$ cat src/rtl/nova_io_pkg.sv
// Shared definitions for the Nova I/O bus arbiter: sequencer states, grant
// owners and the fields of an 8-bit I/O address.
package nova_io_pkg;

  typedef enum logic [1:0] {
    ST_IDLE = 2'd0,
    ST_STB  = 2'd1,
    ST_CAPT = 2'd2,
    ST_DONE = 2'd3
  } state_t;

  typedef enum logic {
    OWN_CPU = 1'b0,
    OWN_DCH = 1'b1
  } owner_t;

  // Device code of the CPU itself (IORST lives at register 3 of this device)
  localparam logic [0:5] DEV_CPU = 6'o77;

  // Address is MSB-first: [0:5] device code, [6:7] register select
  localparam int DEV_F_LO = 0;
  localparam int DEV_F_HI = 5;
  localparam int REG_F_LO = 6;
  localparam int REG_F_HI = 7;

  function automatic logic [0:5] adr_dev(input logic [0:7] adr);
    return adr[DEV_F_LO:DEV_F_HI];
  endfunction

  function automatic logic [0:1] adr_reg(input logic [0:7] adr);
    return adr[REG_F_LO:REG_F_HI];
  endfunction

endpackage

$ cat src/rtl/nova_io_bus_arb.sv
// Arbitrates the shared Nova I/O bus between the CPU I/O unit and the data
// channel, running each grant as a fixed IDLE/STB/CAPT/DONE sequence.
module nova_io_bus_arb
  import nova_io_pkg::*;
#(
  parameter logic [3:0] DCH_MAX = 4'd4
) (
  input  logic        pclk,
  input  logic        prst,
  input  logic        cpu_req,
  input  logic        cpu_we,
  input  logic [0:7]  cpu_adr,
  input  logic [0:15] cpu_din,
  output logic        cpu_ack,
  output logic [0:15] cpu_dout,
  input  logic        dch_req,
  input  logic        dch_we,
  input  logic [0:7]  dch_adr,
  input  logic [0:15] dch_din,
  output logic        dch_ack,
  output logic [0:15] dch_dout,
  output logic        bs_stb,
  output logic        bs_we,
  output logic [0:7]  bs_adr,
  output logic [0:15] bs_din,
  input  logic [0:15] bs_dout,
  input  logic        bs_rst
);

  state_t      r_state;
  owner_t      r_owner;
  logic [3:0]  r_cnt;
  logic        r_stb;
  logic        r_we;
  logic [0:7]  r_adr;
  logic [0:15] r_din;
  logic        r_cpu_ack;
  logic        r_dch_ack;
  logic [0:15] r_cpu_dout;
  logic [0:15] r_dch_dout;

  logic        w_cpu_due;
  logic        w_dch_win;
  logic        w_cpu_win;
  logic        w_grant;
  logic [3:0]  w_cnt_inc;

  // The CPU pre-empts DCH only once DCH has used up its run of grants
  assign w_cpu_due = cpu_req && (r_cnt == DCH_MAX) && (DCH_MAX != 4'd0);
  assign w_dch_win = dch_req && !w_cpu_due;
  assign w_cpu_win = !w_dch_win && cpu_req;
  assign w_grant   = !bs_rst && (w_dch_win || w_cpu_win);
  assign w_cnt_inc = (r_cnt == 4'hF) ? r_cnt : r_cnt + 4'd1;

  always_ff @(posedge pclk) begin
    if (prst) begin
      r_state    <= ST_IDLE;
      r_owner    <= OWN_CPU;
      r_cnt      <= 4'd0;
      r_stb      <= 1'b0;
      r_we       <= 1'b0;
      r_adr      <= '0;
      r_din      <= '0;
      r_cpu_ack  <= 1'b0;
      r_dch_ack  <= 1'b0;
      r_cpu_dout <= '0;
      r_dch_dout <= '0;
    end else begin
      r_stb     <= 1'b0;
      r_cpu_ack <= 1'b0;
      r_dch_ack <= 1'b0;
      case (r_state)
        ST_IDLE: begin
          if (w_grant) begin
            r_stb   <= 1'b1;
            r_state <= ST_STB;
            if (w_dch_win) begin
              r_owner <= OWN_DCH;
              r_we    <= dch_we;
              r_adr   <= dch_adr;
              r_din   <= dch_din;
              r_cnt   <= cpu_req ? w_cnt_inc : 4'd0;
            end else begin
              r_owner <= OWN_CPU;
              r_we    <= cpu_we;
              r_adr   <= cpu_adr;
              r_din   <= cpu_din;
              r_cnt   <= 4'd0;
            end
          end
        end
        ST_STB: r_state <= ST_CAPT;
        ST_CAPT: begin
          // Writes return zero; reads return whatever the bus holds, responder or not
          if (r_owner == OWN_DCH) begin
            r_dch_dout <= r_we ? 16'h0000 : bs_dout;
            r_dch_ack  <= 1'b1;
          end else begin
            r_cpu_dout <= r_we ? 16'h0000 : bs_dout;
            r_cpu_ack  <= 1'b1;
          end
          r_state <= ST_DONE;
        end
        ST_DONE: r_state <= ST_IDLE;
        default: r_state <= ST_IDLE;
      endcase
    end
  end

  assign bs_stb   = r_stb;
  assign bs_we    = r_we;
  assign bs_adr   = r_adr;
  assign bs_din   = r_din;
  assign cpu_ack  = r_cpu_ack;
  assign dch_ack  = r_dch_ack;
  assign cpu_dout = r_cpu_dout;
  assign dch_dout = r_dch_dout;

endmodule
$ cat config.mk
export PLATFORM = sky130hd
export DESIGN_NAME = nova_io_bus_arb
export DESIGN_NICKNAME = d
export VERILOG_FILES = /design/src/rtl/nova_io_pkg.sv /design/src/rtl/nova_io_bus_arb.sv
export SDC_FILE = /design/constraint.sdc
export NUM_CORES = 1
export LEC_CHECK = 0
export BUFFER_PORTS_ARGS = -buffer_cell sky130_fd_sc_hd__buf_2
export CELL_PAD_IN_SITES_DETAIL_PLACEMENT = 1
export CELL_PAD_IN_SITES_GLOBAL_PLACEMENT = 1
export CORE_ASPECT_RATIO = 0.9
export CORE_MARGIN = 4
export CORE_UTILIZATION = 36
export DETAILED_ROUTE_END_ITERATION = 10
export PLACE_DENSITY_LB_ADDON = 0.1
export SLEW_MARGIN = 25
export SYNTH_ARGS = -nofsm -noshare
export SYNTH_HDL_FRONTEND = slang
export SYNTH_SLANG_ARGS = --single-unit
$ cat constraint.sdc
create_clock -name pclk -period 3.2 [get_ports pclk]
set_clock_uncertainty 0.1 [all_clocks]
set_input_delay 0.16 -clock pclk [delete_from_list [all_inputs] [get_ports pclk]]
set_output_delay 0.16 -clock pclk [all_outputs]
set_load 0.01 [all_outputs]
Word level (Yosys, flattened, before mapping)
Cells that the tools add are included.

Add/subtract/negate cells: 1. Eq/ne operators: 7. Mux-type cells: 13. Bitwise operators: 3. Reduce and logical (&&, ||, !) cells: 15.

Operators with widths (count): 16-bit two-way mux (2); 4-bit two-way mux (3); 8-bit two-way mux (1); 2-bit case mux with 4 select lines (1); 2-bit AND reduction (3); 1-bit two-way mux (5); 4-bit by 1-bit adder with 4-bit output (second input constant) (1); 2-bit equality test (second input constant) (2); 4-bit by 3-bit equality test with 1-bit output (second input constant) (1); 4-bit equality test (second input constant) (1); 1-bit logical AND (4); 2-bit OR reduction (2); 1-bit zero test (3); 3-bit != test (second input constant) (1); 1-bit inverter (3); 3-bit AND reduction (1); 2-bit by 1-bit equality test with 1-bit output (second input constant) (1); 2-bit zero test (1); 2-bit two-way mux (1); 2-bit != test (second input constant) (1); 1-bit logical OR (1).

Bits in registers: 67. Input port bits: 71. Logic and storage cells: 50.

Longest topological paths before layout
Gate-level depths: netlist (run 1).

Depth in word-level cells: 10. Depth in mapped cells: 8.

Least setup slack after synthesis (run 1)
No wires, ideal clock.

Path type: register -> register. Start point: register r_cnt[0]. End point: register r_din (netlist bit bs_din[3]). Library setup time: 146 ps. Data arrival time: 1339 ps. Setup slack: 1615 ps. Cell stages (with the launch flop): 9. Path buffers: 2. Path through: dfxtp_1 inv_1 ha_1 nand4b_1 and2_4 buf_12 buf_12 a21oi_2 a211oi_2.

Longest elaborated chain between the ends: 9. Elaborated cells between the ends (all ways): 10. Those cells by class: eq/ne (1); mux (1); reduce/logical (8).

Ends and longest elaborated chain: start, declared (RTL line nova_io_bus_arb.sv:32) `logic [3:0] r_cnt;`; start signal, assigned (RTL line nova_io_bus_arb.sv:82) `r_cnt <= cpu_req ? w_cnt_inc : 4'd0;`; 4-bit by 3-bit equality test with 1-bit output (*) (RTL line nova_io_bus_arb.sv:49) `assign w_cpu_due = cpu_req && (r_cnt == DCH_MAX) && (DCH_MAX != 4'd0);`; 1-bit logical AND (*) (RTL line nova_io_bus_arb.sv:49); 1-bit zero test (*) (RTL line nova_io_bus_arb.sv:50) `assign w_dch_win = dch_req && !w_cpu_due;`; 1-bit logical AND (*) (RTL line nova_io_bus_arb.sv:50); 1-bit zero test (RTL line nova_io_bus_arb.sv:51) `assign w_cpu_win = !w_dch_win && cpu_req;`; 1-bit logical AND (RTL line nova_io_bus_arb.sv:51); 1-bit logical OR (RTL line nova_io_bus_arb.sv:52) `assign w_grant = !bs_rst && (w_dch_win || w_cpu_win);`; 1-bit logical AND (RTL line nova_io_bus_arb.sv:52); 2-bit AND reduction (no line); end signal, assigned (RTL line nova_io_bus_arb.sv:81) `r_din <= dch_din;`; end signal, assigned (RTL line nova_io_bus_arb.sv:87) `r_din <= cpu_din;`; end, declared (RTL line nova_io_bus_arb.sv:36) `logic [0:15] r_din;`.

Every way passes the cells marked *; elsewhere a longest branch is shown, timed or not. A chain may end at the register's enable or synchronous reset.

Worst setup path in the final report (run 1)
Start point: register r_cnt[0]. End point: register r_din (netlist bit bs_din[9]).

The elaborated chain is that of the path after synthesis.

==> flow_metrics.py, run 1 <==
metrics = {
    "detailed_routing": {
        "viasPerCell": 4.91,
        "routedWlPerCell_um": 15.4,
        "drt_wl_total_um": 9370,
        "drtAntennaViolNets": 0,
        "drcViolationCount": 0,
        "dr.pass1.iters": 4,
        "vias": 2980,
        "first_iter_violations": 75,
    },
    "grt": {
        "antenna_found_initial": 0,
        "grt_max_degree": 47,
        "grt_usage": 0.190,
        "grt_pass1_wl_um": 15100,
        "grt.overflow.total": 0,
        "grt_pass1_vias": 3142,
    },
    "power_and_ir_drop": {
        "peakVddDrop_v": 0.000258,
        "p_leak_uw": 0.00176,
        "power_density_mw_per_mm2": 651,
    },
    "cts": {
        "ctsResizeCount": 0,
        "post_cts_buffers": 0,
        "cts_made_buffers": 9,
        "cts_root_buf": "clkbuf_8",
        "clock-sinks": 67,
        "cts_max_level": 3,
        "clockBufferDepth": 2,
        "cts_tree": "yes",
        "clk_pin_slew_worst_paths_ns": 0.09,
        "holdBufCountCts": 25,
        "clk_latency_ns": 0.35,
    },
    "placed_design": {
        "place_area_sq_mm": 0.00366,
        "io_buffer_count": 130,
        "place_hpwl_um": 6360,
        "finalWeightedCongestion": 0.763,
    },
    "worst_setup_path": {
        "slowest_delay_ns": 0.66,
        "cpMostUsedCell": "nand2_1",
        "critPathTopFamily": "simple AND/OR/NAND/NOR gates",
        "critPathMaxFanout": 25,
        "crit_arrival_ns": 2.18,
        "critPathKind": "reg2reg",
        "rr_worst_depth": 6,
        "startpoint_type": "flop",
        "end_kind": "flop",
        "critical_path_cell_count": 6,
        "rr_endpoint": "bs_din[9]",
        "required_ns": 3.37,
        "crit_chain": "inv_1 > ha_1 > nand4b_1 > nand2_1 > nand2_1 > a211oi_2",
        "crit_buf_inv": 1,
        "cp_slowest_cell": "nand2_1",
        "rrSetupSlack_ns": 1.19,
        "worstReg2RegStart": "r_cnt[0]",
    },
    "die": {
        "boundaryPins": 131,
        "die_area_sq_mm": 0.0100,
        "num_rows": 31,
        "start_util": 0.375,
        "die_h_um": 95.3,
        "design.core.area_sq_mm": 0.00815,
        "die_w_um": 105,
    },
    "hold_path": {
        "worstHoldStart": "dch_din[10]",
        "min_path_cells": 3,
        "hold_end": "bs_din[10]",
        "hold_path.class": "in2reg",
    },
    "timing": {
        "setup_violations": 0,
        "fin_crit_sh": 0.627,
        "grt_setup_unrepaired": "false",
        "hold_viol": 0,
        "tns_ns": 0,
        "timing.fmax_mhz": 499,
        "worst_pin_slew_ns": 0.933,
        "slew_headroom": 0.378,
        "layout_min_cycle_time_ns": 2.01,
        "maxSlewViolCount": 0,
    },
    "synthesis": {
        "synth.cell_area_sq_mm": 0.00305,
        "synth_ff_type": "dfxtp_1",
        "ys_top_cells_by_area": "dfxtp_1, nand2_1, a211oi_2",
        "yosysTopAreaCell": "dfxtp_1",
        "ys_seq_area_frac": 0.440,
        "synth_top_cells_by_count": "nand2_1, dfxtp_1, a21oi_1",
        "async_flop_share": 0,
        "ys_ff_latch": 67,
        "yosys_warnings": 0,
        "syn_area_per_cell_sq_um": 8.43,
        "synth_cells": 362,
        "synthesis.nets": 438,
        "yosysUniqueCellTypes": 33,
        "yosysMostFrequentCell": "nand2_1",
        "synth-edff-count": 0,
        "synth_top_area_share": 0.440,
    },
    "cells_and_area": {
        "drive_above_1_share": 0.374,
        "num-nets-final": 579,
        "antenna_cells": 0,
        "seq_area_sq_mm": 0.00134,
        "fillers": 1034,
        "final_cell_area_sq_mm": 0.00409,
        "multi_input_area_sq_mm": 0.00149,
        "syn_to_final_growth_pct": 34.2,
    },
    "outcome": {
        "status": "complete, no violations",
    },
    "run": {
        "drv_cap": 0,
    },
}
[cell usage in the layout (no fill, tap or decap), types with 3 or more instances in the layout]
master / n
buf_2: 130
nand2_1: 98
dfxtp_1: 67
a21oi_1: 41
nor2_1: 33
dlygate4sd3_1: 25
a21oi_2: 19
a211oi_2: 19
nor2b_1: 17
clkbuf_8: 9
a211oi_1: 7
inv_1: 5
ha_1: 5
inv_6: 3
clkinvlp_4: 3
[layout make-up]
cell class                 count  area share
clock inverter                 7      0.0147
sequential                    67       0.328
timing repair buffer         158       0.229
tap                           99      0.0303
multi-input combinational    262       0.364
clock buffer                   9      0.0303
inverter                       5     0.00459
[worst reg2reg max path, cell delays in order, from the launching register on]
cell,delay [ns]
dfxtp_1,0.35
inv_1,0.08
ha_1,0.21
nand4b_1,0.14
nand2_1,0.66
nand2_1,0.19
a211oi_2,0.20
[cells by family after synthesis]
| logic type | Yosys count | synth area share |
|---|---|---|
| compound gates | 95 | 0.239 |
| fa+ha+maj | 5 | 0.0205 |
| buf+inv | 33 | 0.0722 |
| flops | 67 | 0.440 |
| mux | 1 | 0.00328 |
| simple gates | 161 | 0.225 |
[report_power, final]
part           switching [uW]  internal (uW)  leakage (uW)  total, uW
Combinational             548            366       0.00113        914
Clock                     379            294     0.0000848        673
Sequential               93.6            982      0.000546       1080
[state kept, by name, indices dropped and copies added, names as in the netlist, 2 cells and up]
register / cells
r_cnt: 4
cpu_dout: 16
dch_dout: 16
bs_adr: 8
bs_din: 16
r_state: 2
[metal layers]
layer / up-vias / wire (um) / track usage
met5: - / 0 / 0
met4: 0 / 107 / 0.0546
met3: 11 / 543 / 0.0650
met2: 71 / 4660 / 0.335
met1: 1414 / 4060 / 0.220
li1: 1484 / - / -
[worst max path at each step]
| stage | start | endpoint | slack, ns |
|---|---|---|---|
| final | r_cnt[0] | bs_din[9] | 1.19 |
| after global routing | r_cnt[0] | bs_adr[1] | 0.96 |
| after CTS | r_cnt[0] | bs_adr[7] | 1.13 |
| after detailed placement | r_cnt[0] | bs_din[4] | 1.17 |
| after global placement | r_state[0] | r_cnt[2] | 1.23 |
| after floorplan | r_cnt[0] | bs_din[3] | 1.61 |
[metrics by stage]
stage          utilization  worst slack (ns)  cells  hold slack [ns]  total power [uW]
2_1_floorplan            -              1.61    362            0.201              1730
6_report             0.502              1.19    607           0.0394              2660
4_1_cts              0.502              1.13    607           0.0198              2710
3_5_place_dp         0.449              1.17    566            0.320              2000
3_3_place_gp         0.449              1.23    566            0.309              1970
5_1_grt              0.502             0.956    607           0.0320              2860
No activity file was read; power rests on OpenSTA's default activity.
==> inputs of run 2 (changes only) <==
ABC_AREA = 1   (was not set)
CORE_UTILIZATION = 30   (was 36)
clock period = 1.69 ns   (was 3.2 ns; I/O delays follow)
==> run 2 against run 1 <==
  * Synthesized cell count increased by 19%
  * Non-clock buffer count rose by 51
  * Worst setup slack worse by 1.1 ns
  * Clock power rose to 2.8 times the previous value
  * Final cell count grew 24%
  * Fmax rose by 24%
  * Sequential share of layout area fell by 5.4 points
  * Critical path depth is 3 higher
  * Highest routed layer unchanged
==> flow_metrics.py, run 2 <==
metrics = {
    "power_and_ir_drop": {
        "power.total_uw": 6260,
        "seqPwrFrac": 0.344,
        "clock_power_share": 0.298,
        "power.switching_uw": 2170,
        "swShare": 0.346,
        "power_frac_comb": 0.358,
        "intPower_uw": 4090,
        "peakVddDrop_v": 0.000673,
        "power_density_mw_per_mm2": 1270,
        "p_leak_uw": 0.00254,
    },
    "worst_setup_path": {
        "crit_chain": "inv_1 > ha_4 > buf_4 > nand3_1 > nand4_1 > nand2_1 > nand2_1 > nand2_1 > nor2_1",
        "cpMostUsedCell": "nand2_1",
        "rr_worst_depth": 9,
        "critPathKind": "reg2reg",
        "worstReg2RegStart": "r_cnt[1]",
        "crit_arrival_ns": 1.74,
        "worstSetupStartpoint": "r_cnt[1]",
        "startpoint_type": "flop",
        "rr_endpoint": "r_cnt[1]",
        "cp_slowest_cell": "dfxtp_2",
        "required_ns": 1.81,
        "rrSetupSlack_ns": 0.07,
        "critPathMaxFanout": 5,
        "endpoint": "r_cnt[1]",
        "end_kind": "flop",
        "slowest_delay_ns": 0.33,
    },
    "die": {
        "die_area_sq_mm": 0.0120,
        "die_w_um": 115,
        "num_rows": 34,
        "boundaryPins": 131,
        "design.core.area_sq_mm": 0.00987,
        "start_util": 0.314,
        "die_h_um": 104,
    },
    "synthesis": {
        "ys_seq_area_frac": 0.433,
        "synthesis.nets": 505,
        "synth_top_cells_by_count": "nand2_1, dfxtp_1, inv_1",
        "yosysUniqueCellTypes": 23,
        "yosysMostFrequentCell": "nand2_1",
        "synth-edff-count": 0,
        "yosys_warnings": 0,
        "synth_cells": 429,
        "synth_top_area_share": 0.433,
        "yosysTopAreaCell": "dfxtp_1",
        "async_flop_share": 0,
        "synth_ff_type": "dfxtp_1",
        "synth.cell_area_sq_mm": 0.00310,
        "ys_top_cells_by_area": "dfxtp_1, nand2_1, o21ai_0",
        "syn_area_per_cell_sq_um": 7.23,
        "ys_ff_latch": 67,
    },
    "cells_and_area": {
        "seq_area_sq_mm": 0.00134,
        "final_cell_mix": "buf_2, nand2_1, dfxtp_1",
        "fillers": 1261,
        "num-nets-final": 701,
        "antenna_cells": 0,
        "drive_above_1_share": 0.320,
        "syn_to_final_growth_pct": 58.4,
        "multi_input_area_sq_mm": 0.00141,
        "final_common_cell": "buf_2",
        "fin_util": 0.498,
        "layout.cells.non_filler": 755,
    },
    "placed_design": {
        "pre_cts_ws_ns": 0.103,
        "place_hpwl_um": 7160,
        "placed_cells": 673,
        "finalWeightedCongestion": 0.763,
        "io_buffer_count": 130,
    },
    "cts": {
        "cts_root_buf": "clkbuf_16",
        "clk_pin_slew_worst_paths_ns": 0.05,
        "clock-sinks": 67,
        "cts_made_buffers": 9,
        "cts_tree": "yes",
        "clk_latency_ns": 0.33,
        "clockBufferDepth": 2,
        "cts_max_level": 3,
    },
    "detailed_routing": {
        "viasPerCell": 4.53,
        "dr.pass1.iters": 4,
        "first_iter_violations": 89,
        "vias": 3420,
        "routedWlPerCell_um": 14.8,
        "drtAntennaViolNets": 0,
        "drcViolationCount": 0,
        "drt_wl_total_um": 11200,
    },
    "run": {
        "drv_cap": 0,
    },
    "timing": {
        "worst_pin_slew_ns": 0.295,
        "timing.final.ws_setup_ns": 0.0690,
        "layout_min_cycle_time_ns": 1.62,
        "maxSlewViolCount": 0,
        "fin_crit_sh": 0.959,
        "setup_violations": 0,
        "timing.fmax_mhz": 617,
        "slew_headroom": 0.801,
        "hold_viol": 0,
    },
    "outcome": {
        "status": "complete, no violations",
    },
    "grt": {
        "grt_pass1_vias": 3755,
        "grt_pass1_wl_um": 18000,
        "grt_max_degree": 47,
        "antenna_found_initial": 0,
        "grt.overflow.total": 0,
        "grt_usage": 0.188,
    },
    "hold_path": {
        "hold_path.class": "in2reg",
    },
}
## run 2: cells by family after synthesis
logic type	after synthesis	synth area share
buffers and inverters	78	0.119
AO/OA/AOI/OAI	100	0.186
AND/OR/NAND/NOR	178	0.239
XOR/XNOR	1	0.00283
adder cells (fa/ha/maj)	5	0.0202
flip-flops	67	0.433
## run 2: routing by layer
| layer | global-route usage | vias to the layer above | part of all wire |
|---|---|---|---|
| met3 | 0.0529 | 19 | 0.036 |
| met1 | 0.219 | 1601 | 0.43 |
| met5 | 0 | - | 0 |
| met4 | 0.0687 | 0 | 0.024 |
| li1 | - | 1724 | - |
| met2 | 0.325 | 76 | 0.51 |
## run 2: per-stage QoR
step | instance area (sq um) | setup TNS (ns) | hold WS [ns]
floorplan | 3100 | 0 | 0.128
detailed placement | 3880 | 0 | 0.248
global placement | 3880 | 0 | 0.242
finish | 4910 | 0 | 0.0152
CTS | 4790 | 0 | 0.00111
global route | 4910 | -0.0399 | 0.0334
## run 2: cell type report
cell class,count,share of cell area
Tap cell,126,0.0321
Inverter,54,0.0428
Multi-Input combinational cell,284,0.287
Clock inverter,2,0.00713
Sequential cell,67,0.274
Timing Repair Buffer,209,0.305
Clock buffer,13,0.0530
## run 2: worst min path at each step
stage                            from         end  slack (ns)  cells past startpoint
after floorplan            cpu_din[9]   bs_din[9]        0.13                      2
after global placement    cpu_din[15]  bs_din[15]        0.24                      3
after detailed placement  cpu_din[14]  bs_din[14]        0.25                      3
after CTS                  dch_adr[0]   bs_adr[0]       0.001                      5
after global routing       dch_din[0]   bs_din[0]        0.03                      5
final                      dch_din[2]   bs_din[2]        0.02                      5
## run 2: timing repair
item	in CTS	in global routing
hold buffers	62	0
buffers inserted	0	2
endpoints found under the setup margin	0	18
hold endpoints to repair	45	0
resized for setup	0	9
## run 2: critical path: cells and delay by family (launching register included)
family	cells	cell delay [ns]
flops	1	0.33
buf+inv	2	0.21
simple gates	6	0.70
fa+ha+maj	1	0.18
## run 2: power by group through the flow
stage               combinational (uW)  sequential, uW  clock (uW)
finish                            2240            2150        1870
CTS                               2150            2150        1920
global route                      2520            2190        2010
detailed placement                2020            2170           0
global placement                  1950            2170           0
floorplan                         1140            2300           0
